## src/rtl/pipe_ctrl_if.sv

```systemverilog
// Instruction-fetch bus between the pipeline sequencer and instruction memory.
// The sequencer is the master: it issues the request and samples the response.
interface pipe_ctrl_if;
    logic        ireq_valid;
    logic [63:0] ireq_addr;
    logic        iresp_data_ok;
    logic [31:0] iresp_data;

    modport master (
        output ireq_valid,
        output ireq_addr,
        input  iresp_data_ok,
        input  iresp_data
    );

    modport slave (
        input  ireq_valid,
        input  ireq_addr,
        output iresp_data_ok,
        output iresp_data
    );
endinterface

```

## src/rtl/pipe_ctrl.sv

```systemverilog
// Five-stage pipeline sequencer: owns the PC and instruction fetch, buffers one
// fetched instruction while the front end is frozen, and drives stage stall/flush.
module pipe_ctrl #(
    parameter logic [63:0] PC_RESET = 64'h8000_0000
) (
    input  logic        clk,
    input  logic        reset,
    pipe_ctrl_if.master ibus,
    output logic        f_valid,
    output logic [95:0] f_data,
    input  logic [4:0]  d_rs1,
    input  logic [4:0]  d_rs2,
    input  logic        d_use_rs1,
    input  logic        d_use_rs2,
    input  logic        e_valid,
    input  logic        e_memread,
    input  logic [4:0]  e_dst,
    input  logic        m_memop,
    input  logic        dbus_data_ok,
    output logic        stall_f,
    output logic        stall_d,
    output logic        stall_e,
    output logic        stall_m,
    output logic        flush_e,
    output logic        flush_w,
    output logic [31:0] stall_cnt
);

    typedef enum logic [1:0] {
        INIT,
        FETCH,
        HOLD
    } state_t;

    state_t      state;
    state_t      state_nxt;
    logic [63:0] pc;
    logic [63:0] pc_nxt;
    logic [95:0] hold_buf;
    logic [95:0] hold_buf_nxt;
    logic        dmem_stall;
    logic        load_use;
    logic        stall_any;

    always_comb begin
        dmem_stall = m_memop & ~dbus_data_ok;
        load_use   = e_valid & e_memread & (e_dst != 5'd0) &
                     ((d_use_rs1 & (d_rs1 == e_dst)) |
                      (d_use_rs2 & (d_rs2 == e_dst)));
        stall_any  = dmem_stall | load_use;
    end

    // Outputs are forced to zero while reset is held; the FSM state itself is
    // reset on the edge, so gating here covers the first reset cycle too.
    always_comb begin
        ibus.ireq_valid = 1'b0;
        ibus.ireq_addr  = reset ? pc : PC_RESET;
        f_valid         = 1'b0;
        f_data          = '0;
        stall_f         = 1'b0;
        stall_d         = 1'b0;
        stall_e         = 1'b0;
        stall_m         = 1'b0;
        flush_e         = 1'b0;
        flush_w         = 1'b0;
        state_nxt       = state;
        pc_nxt          = pc;
        hold_buf_nxt    = hold_buf;

        if (reset) begin
            stall_f = stall_any;
            stall_d = stall_any;
            stall_e = dmem_stall;
            stall_m = dmem_stall;
            flush_e = load_use & ~dmem_stall;
            flush_w = dmem_stall;

            case (state)
                INIT: begin
                    state_nxt = FETCH;
                end
                FETCH: begin
                    ibus.ireq_valid = 1'b1;
                    f_valid         = ibus.iresp_data_ok;
                    f_data          = {ibus.iresp_data, pc};
                    if (ibus.iresp_data_ok) begin
                        if (!stall_any) begin
                            pc_nxt = pc + 64'd4;
                        end else begin
                            hold_buf_nxt = {ibus.iresp_data, pc};
                            state_nxt    = HOLD;
                        end
                    end
                end
                HOLD: begin
                    f_valid = 1'b1;
                    f_data  = hold_buf;
                    if (!stall_any) begin
                        pc_nxt    = pc + 64'd4;
                        state_nxt = FETCH;
                    end
                end
                default: begin
                    state_nxt = INIT;
                end
            endcase
        end
    end

    always_ff @(posedge clk) begin
        if (!reset) begin
            state     <= INIT;
            pc        <= PC_RESET;
            hold_buf  <= '0;
            stall_cnt <= '0;
        end else begin
            state    <= state_nxt;
            pc       <= pc_nxt;
            hold_buf <= hold_buf_nxt;
            if (stall_any) begin
                stall_cnt <= stall_cnt + 32'd1;
            end
        end
    end

endmodule

```

## src/flat_wrapper.sv

```systemverilog
// flat-port wrapper written by rule: the top's interface ports become plain ports
module pipe_ctrl_flat 
#(
    parameter logic [63:0] PC_RESET = 64'h8000_0000
)
  (clk, reset, f_valid, f_data, d_rs1, d_rs2, d_use_rs1, d_use_rs2, e_valid, e_memread, e_dst, m_memop, dbus_data_ok, stall_f, stall_d, stall_e, stall_m, flush_e, flush_w, stall_cnt, ibus_ireq_valid, ibus_ireq_addr, ibus_iresp_data_ok, ibus_iresp_data);
  pipe_ctrl_if ibus_i ();
  input  logic clk;
  input  logic reset;
  output logic f_valid;
  output logic [95:0] f_data;
  input  logic [4:0] d_rs1;
  input  logic [4:0] d_rs2;
  input  logic d_use_rs1;
  input  logic d_use_rs2;
  input  logic e_valid;
  input  logic e_memread;
  input  logic [4:0] e_dst;
  input  logic m_memop;
  input  logic dbus_data_ok;
  output logic stall_f;
  output logic stall_d;
  output logic stall_e;
  output logic stall_m;
  output logic flush_e;
  output logic flush_w;
  output logic [31:0] stall_cnt;
  output wire logic [$bits(ibus_i.ireq_valid)-1:0] ibus_ireq_valid;
  output wire logic [$bits(ibus_i.ireq_addr)-1:0] ibus_ireq_addr;
  input wire logic [$bits(ibus_i.iresp_data_ok)-1:0] ibus_iresp_data_ok;
  input wire logic [$bits(ibus_i.iresp_data)-1:0] ibus_iresp_data;
  assign ibus_ireq_valid = ibus_i.ireq_valid;
  assign ibus_ireq_addr = ibus_i.ireq_addr;
  assign ibus_i.iresp_data_ok = ibus_iresp_data_ok;
  assign ibus_i.iresp_data = ibus_iresp_data;
  pipe_ctrl #(.PC_RESET(PC_RESET)) u_core (.clk(clk), .reset(reset), .ibus(ibus_i), .f_valid(f_valid), .f_data(f_data), .d_rs1(d_rs1), .d_rs2(d_rs2), .d_use_rs1(d_use_rs1), .d_use_rs2(d_use_rs2), .e_valid(e_valid), .e_memread(e_memread), .e_dst(e_dst), .m_memop(m_memop), .dbus_data_ok(dbus_data_ok), .stall_f(stall_f), .stall_d(stall_d), .stall_e(stall_e), .stall_m(stall_m), .flush_e(flush_e), .flush_w(flush_w), .stall_cnt(stall_cnt));
endmodule
```

## config.mk

```make
export PLATFORM = sky130hd
export DESIGN_NAME = pipe_ctrl_flat
export DESIGN_NICKNAME = d
export VERILOG_FILES = /design/src/rtl/pipe_ctrl_if.sv /design/src/rtl/pipe_ctrl.sv /design/src/flat_wrapper.sv
export SDC_FILE = /design/constraint.sdc
export NUM_CORES = 1
export LEC_CHECK = 0
export ABC_AREA = 1
export CAP_MARGIN = 20
export CELL_PAD_IN_SITES_DETAIL_PLACEMENT = 1
export CELL_PAD_IN_SITES_GLOBAL_PLACEMENT = 1
export CORE_ASPECT_RATIO = 0.7
export CORE_MARGIN = 8
export CORE_UTILIZATION = 47
export CTS_CLUSTER_DIAMETER = 30
export DETAILED_ROUTE_END_ITERATION = 10
export DONT_BUFFER_PORTS = 1
export HOLD_SLACK_MARGIN = 0.05
export PLACE_DENSITY = 0.83
export SYNTH_ARGS = -nofsm -noshare
export SYNTH_HDL_FRONTEND = slang
export SYNTH_SLANG_ARGS = --single-unit
```

## constraint.sdc

```tcl
create_clock -name clk -period 4.7 [get_ports clk]
set_input_delay 1.175 -clock clk [delete_from_list [all_inputs] [get_ports clk]]
set_output_delay 1.175 -clock clk [all_outputs]
set_load 0.01 [all_outputs]
```

==> impl_metrics.toml <==
[critical_path]
cp-start-kind = "input port"
r2r-end = "u_core.pc[50]"
cp.required_ns = 3.52
criticalPathCategory = "input port to primary output"
cp_slowest_cell = "a21oi_1"
crit_start = "reset"
timing.rr.start = "u_core.pc[2]"
regToRegSetupSlack_ns = 2.28
r2r_cells = 9
slowest_delay_ns = 0.37
worstPathArrival_ns = 2.34
endpoint_kind = "primary output"
cp_max_fo = 138
crit_chain = "nand2_4 > buf_16 > a21oi_1"

[run_status]
status = "finished, final reports clean"

[sta]
finalMaxSlewViolations = 0
fin_crit_ns = 3.51
rsz0062_at_grt = "no"
worst_slew_pin_slew_ns = 1.03
relSlewSlack_pct = 31.2
finalCritPeriodShare_pct = 74.8
fin_tns_setup_ns = 0
hold_violations = 0
clock_skew_ns = 0.0123
fmax_ghz = 0.284
hold_ws_ns = 0.466
finalSetupViolCount = 0

[final_layout]
diodes = 0
area_delta_synth_final_pct = 5.82
drive_above_1_share_pct = 4.88
fillers = 3297
final_cell_mix = "664 x nand2_1, 217 x a21oi_1, 190 x dfxtp_1"
layout.cells.most_common = "nand2_1"
multi_input_area_sq_mm = 0.00645
final_nets = 1811
seqCellArea_sq_mm = 0.00380

[logic_synthesis]
syn_avg_cell_area_sq_um = 6.17
synth_area_leaders = "dfxtp_1 34%, nand2_1 22%, a21oi_1 9.6%"
yosys_most_used_dff = "dfxtp_1"
synth_enable_flop_cells = 0
synthDominantCellAreaShare_pct = 33.7
syn_area_sq_mm = 0.0113
syn_inst = 1830
ys_ff_latch = 190
netlist-cell-type-count = 36
yosysTopAreaCell = "dfxtp_1"
ys_warn_count = 0
async_reset_ff_share_pct = 0
ys_seq_area_share_pct = 33.7

[cts]
ctsHoldBuffers = 0
cts_resized = 0
clk_pin_slew_ns = 0.07
cts_tree = "yes"
postCtsSetupBuffers = 0
cts.sinks = 190
htreeDepth = 4
clkLatencyLatePin_ns = 0.45
clock_path_buffers = 2
numCtsBuffers = 17
cts-root-buf = "clkbuf_16"

[grt]
grt.overflow.total = 0
met2_usage_pct = 39.4
grt_busiest_layer = "met2"
grt_pass1_wl_mm = 63.6
grt_util_met1_pct = 36.0
grt_pass1_vias = 11634
grt_max_degree = 139
grt_use_total_pct = 26.3
met3_usage_pct = 8.21
antenna_found_initial = 0

[drt]
vias = 11654
wl_mm = 39.6
wire_per_inst_um = 19.1
first_iter_violations = 688
ant_nets = 0
drc = 0
viasPerCell = 5.60
first_pass_iters = 4

[floorplanning]
dieArea_sq_mm = 0.0293
die_h_um = 146
die_w_um = 201
core.rowCount = 47
start_util_pct = 47.8
coreArea_sq_mm = 0.0236
ios = 256

[power]
power.density_mw_per_mm2 = 295
ir_drop_uv = 241
p_leak_uw = 0.00415
power.total_uw = 3530

[worst_hold_path]
hp-class = "register to register"
worstHoldPathCells = 2
holdPathEnd = "u_core.hold_buf[73]"
worstHoldStart = "u_core.hold_buf[73]"

[placement]
dp_hpwl_mm = 28.7
gp_congestion = 0.962
port_buffers = 0

[run]
cap_violations = 0
## cell families (layout without fill, tap and decap cells)
kind of cell,Yosys count,count (layout),synth area share (%)
fa+ha+maj,5,5,0.554
xor+xnor,73,73,5.73
simple gates,1010,1010,37.1
compound gates,293,293,13.2
buf+inv,258,188,9.68
other cells,1,4,0.0332
flops,190,190,33.7
## per-stage QoR
| step | utilization (%) | area (sq um) | worst slack [ns] | cells |
|---|---|---|---|---|
| floorplan | - | 11300 | 1.11 | 1833 |
| finish | 50.6 | 12000 | 1.19 | 2081 |
| CTS | 50.2 | 11900 | 0.962 | 2078 |
| global route | 50.6 | 12000 | 1.10 | 2081 |
| global placement | 47.7 | 11300 | 1.11 | 2045 |
| detailed placement | 47.8 | 11300 | 1.10 | 2046 |
## final cells by class
class / count / share of cell area, %
flip-flops and latches: 190 / 31.8
inverters: 143 / 4.50
clock inverters: 12 / 1.14
multi-input cells: 1385 / 54.0
clock buffers: 20 / 3.65
well taps: 318 / 3.33
repair buffers: 13 / 1.59
## synth_stat cells, types with 4 or more instances
cell type,instances
o21ai_0,70
a21oi_1,217
inv_2,10
ha_1,5
inv_1,132
a21oi_2,5
buf_1,14
nor3_2,6
dfxtp_1,190
xnor2_1,26
nand3_1,126
nor3_1,37
xor2_1,46
buf_6,7
nor2_1,135
buf_2,26
nand4_1,19
nand2_2,4
buf_4,10
nand2_1,666
clkbuf_1,56
## registers in the layout (all words and copies together) (netlist names)
register / cells
u_core.state: 2
u_core.stall_cnt: 32
u_core.pc: 62
u_core.hold_buf: 94
## layer usage
metal  vias to the layer above  wire length [um]
met5                         -                 0
met4                         0               730
met3                        47              2920
met2                       324             17300
met1                      5642             18700
li1                       5641                 -
## how the worst max path moves through the flow
stage                            end  cells after the start
after detailed placement  f_data[62]                      2
final                     f_data[54]                      3
after global placement    f_data[54]                      2
after global routing      f_data[54]                      5
after CTS                 f_data[62]                      4
after floorplan              stall_f                     13
## power breakdown
part	internal (uW)	leakage, uW	switching (uW)	total, uW
Combinational	88.7	0.00235	330	418
Sequential	1630	0.00153	21.8	1650
Clock	789	0.000265	671	1460
## critical path, delay by kind of cell
| kind | cells | cell delay [ns] |
|---|---|---|
| AO/OA/AOI/OAI | 1 | 0.37 |
| buffers and inverters | 1 | 0.30 |
| AND/OR/NAND/NOR | 1 | 0.29 |
(Power assumes the default switching activity.)
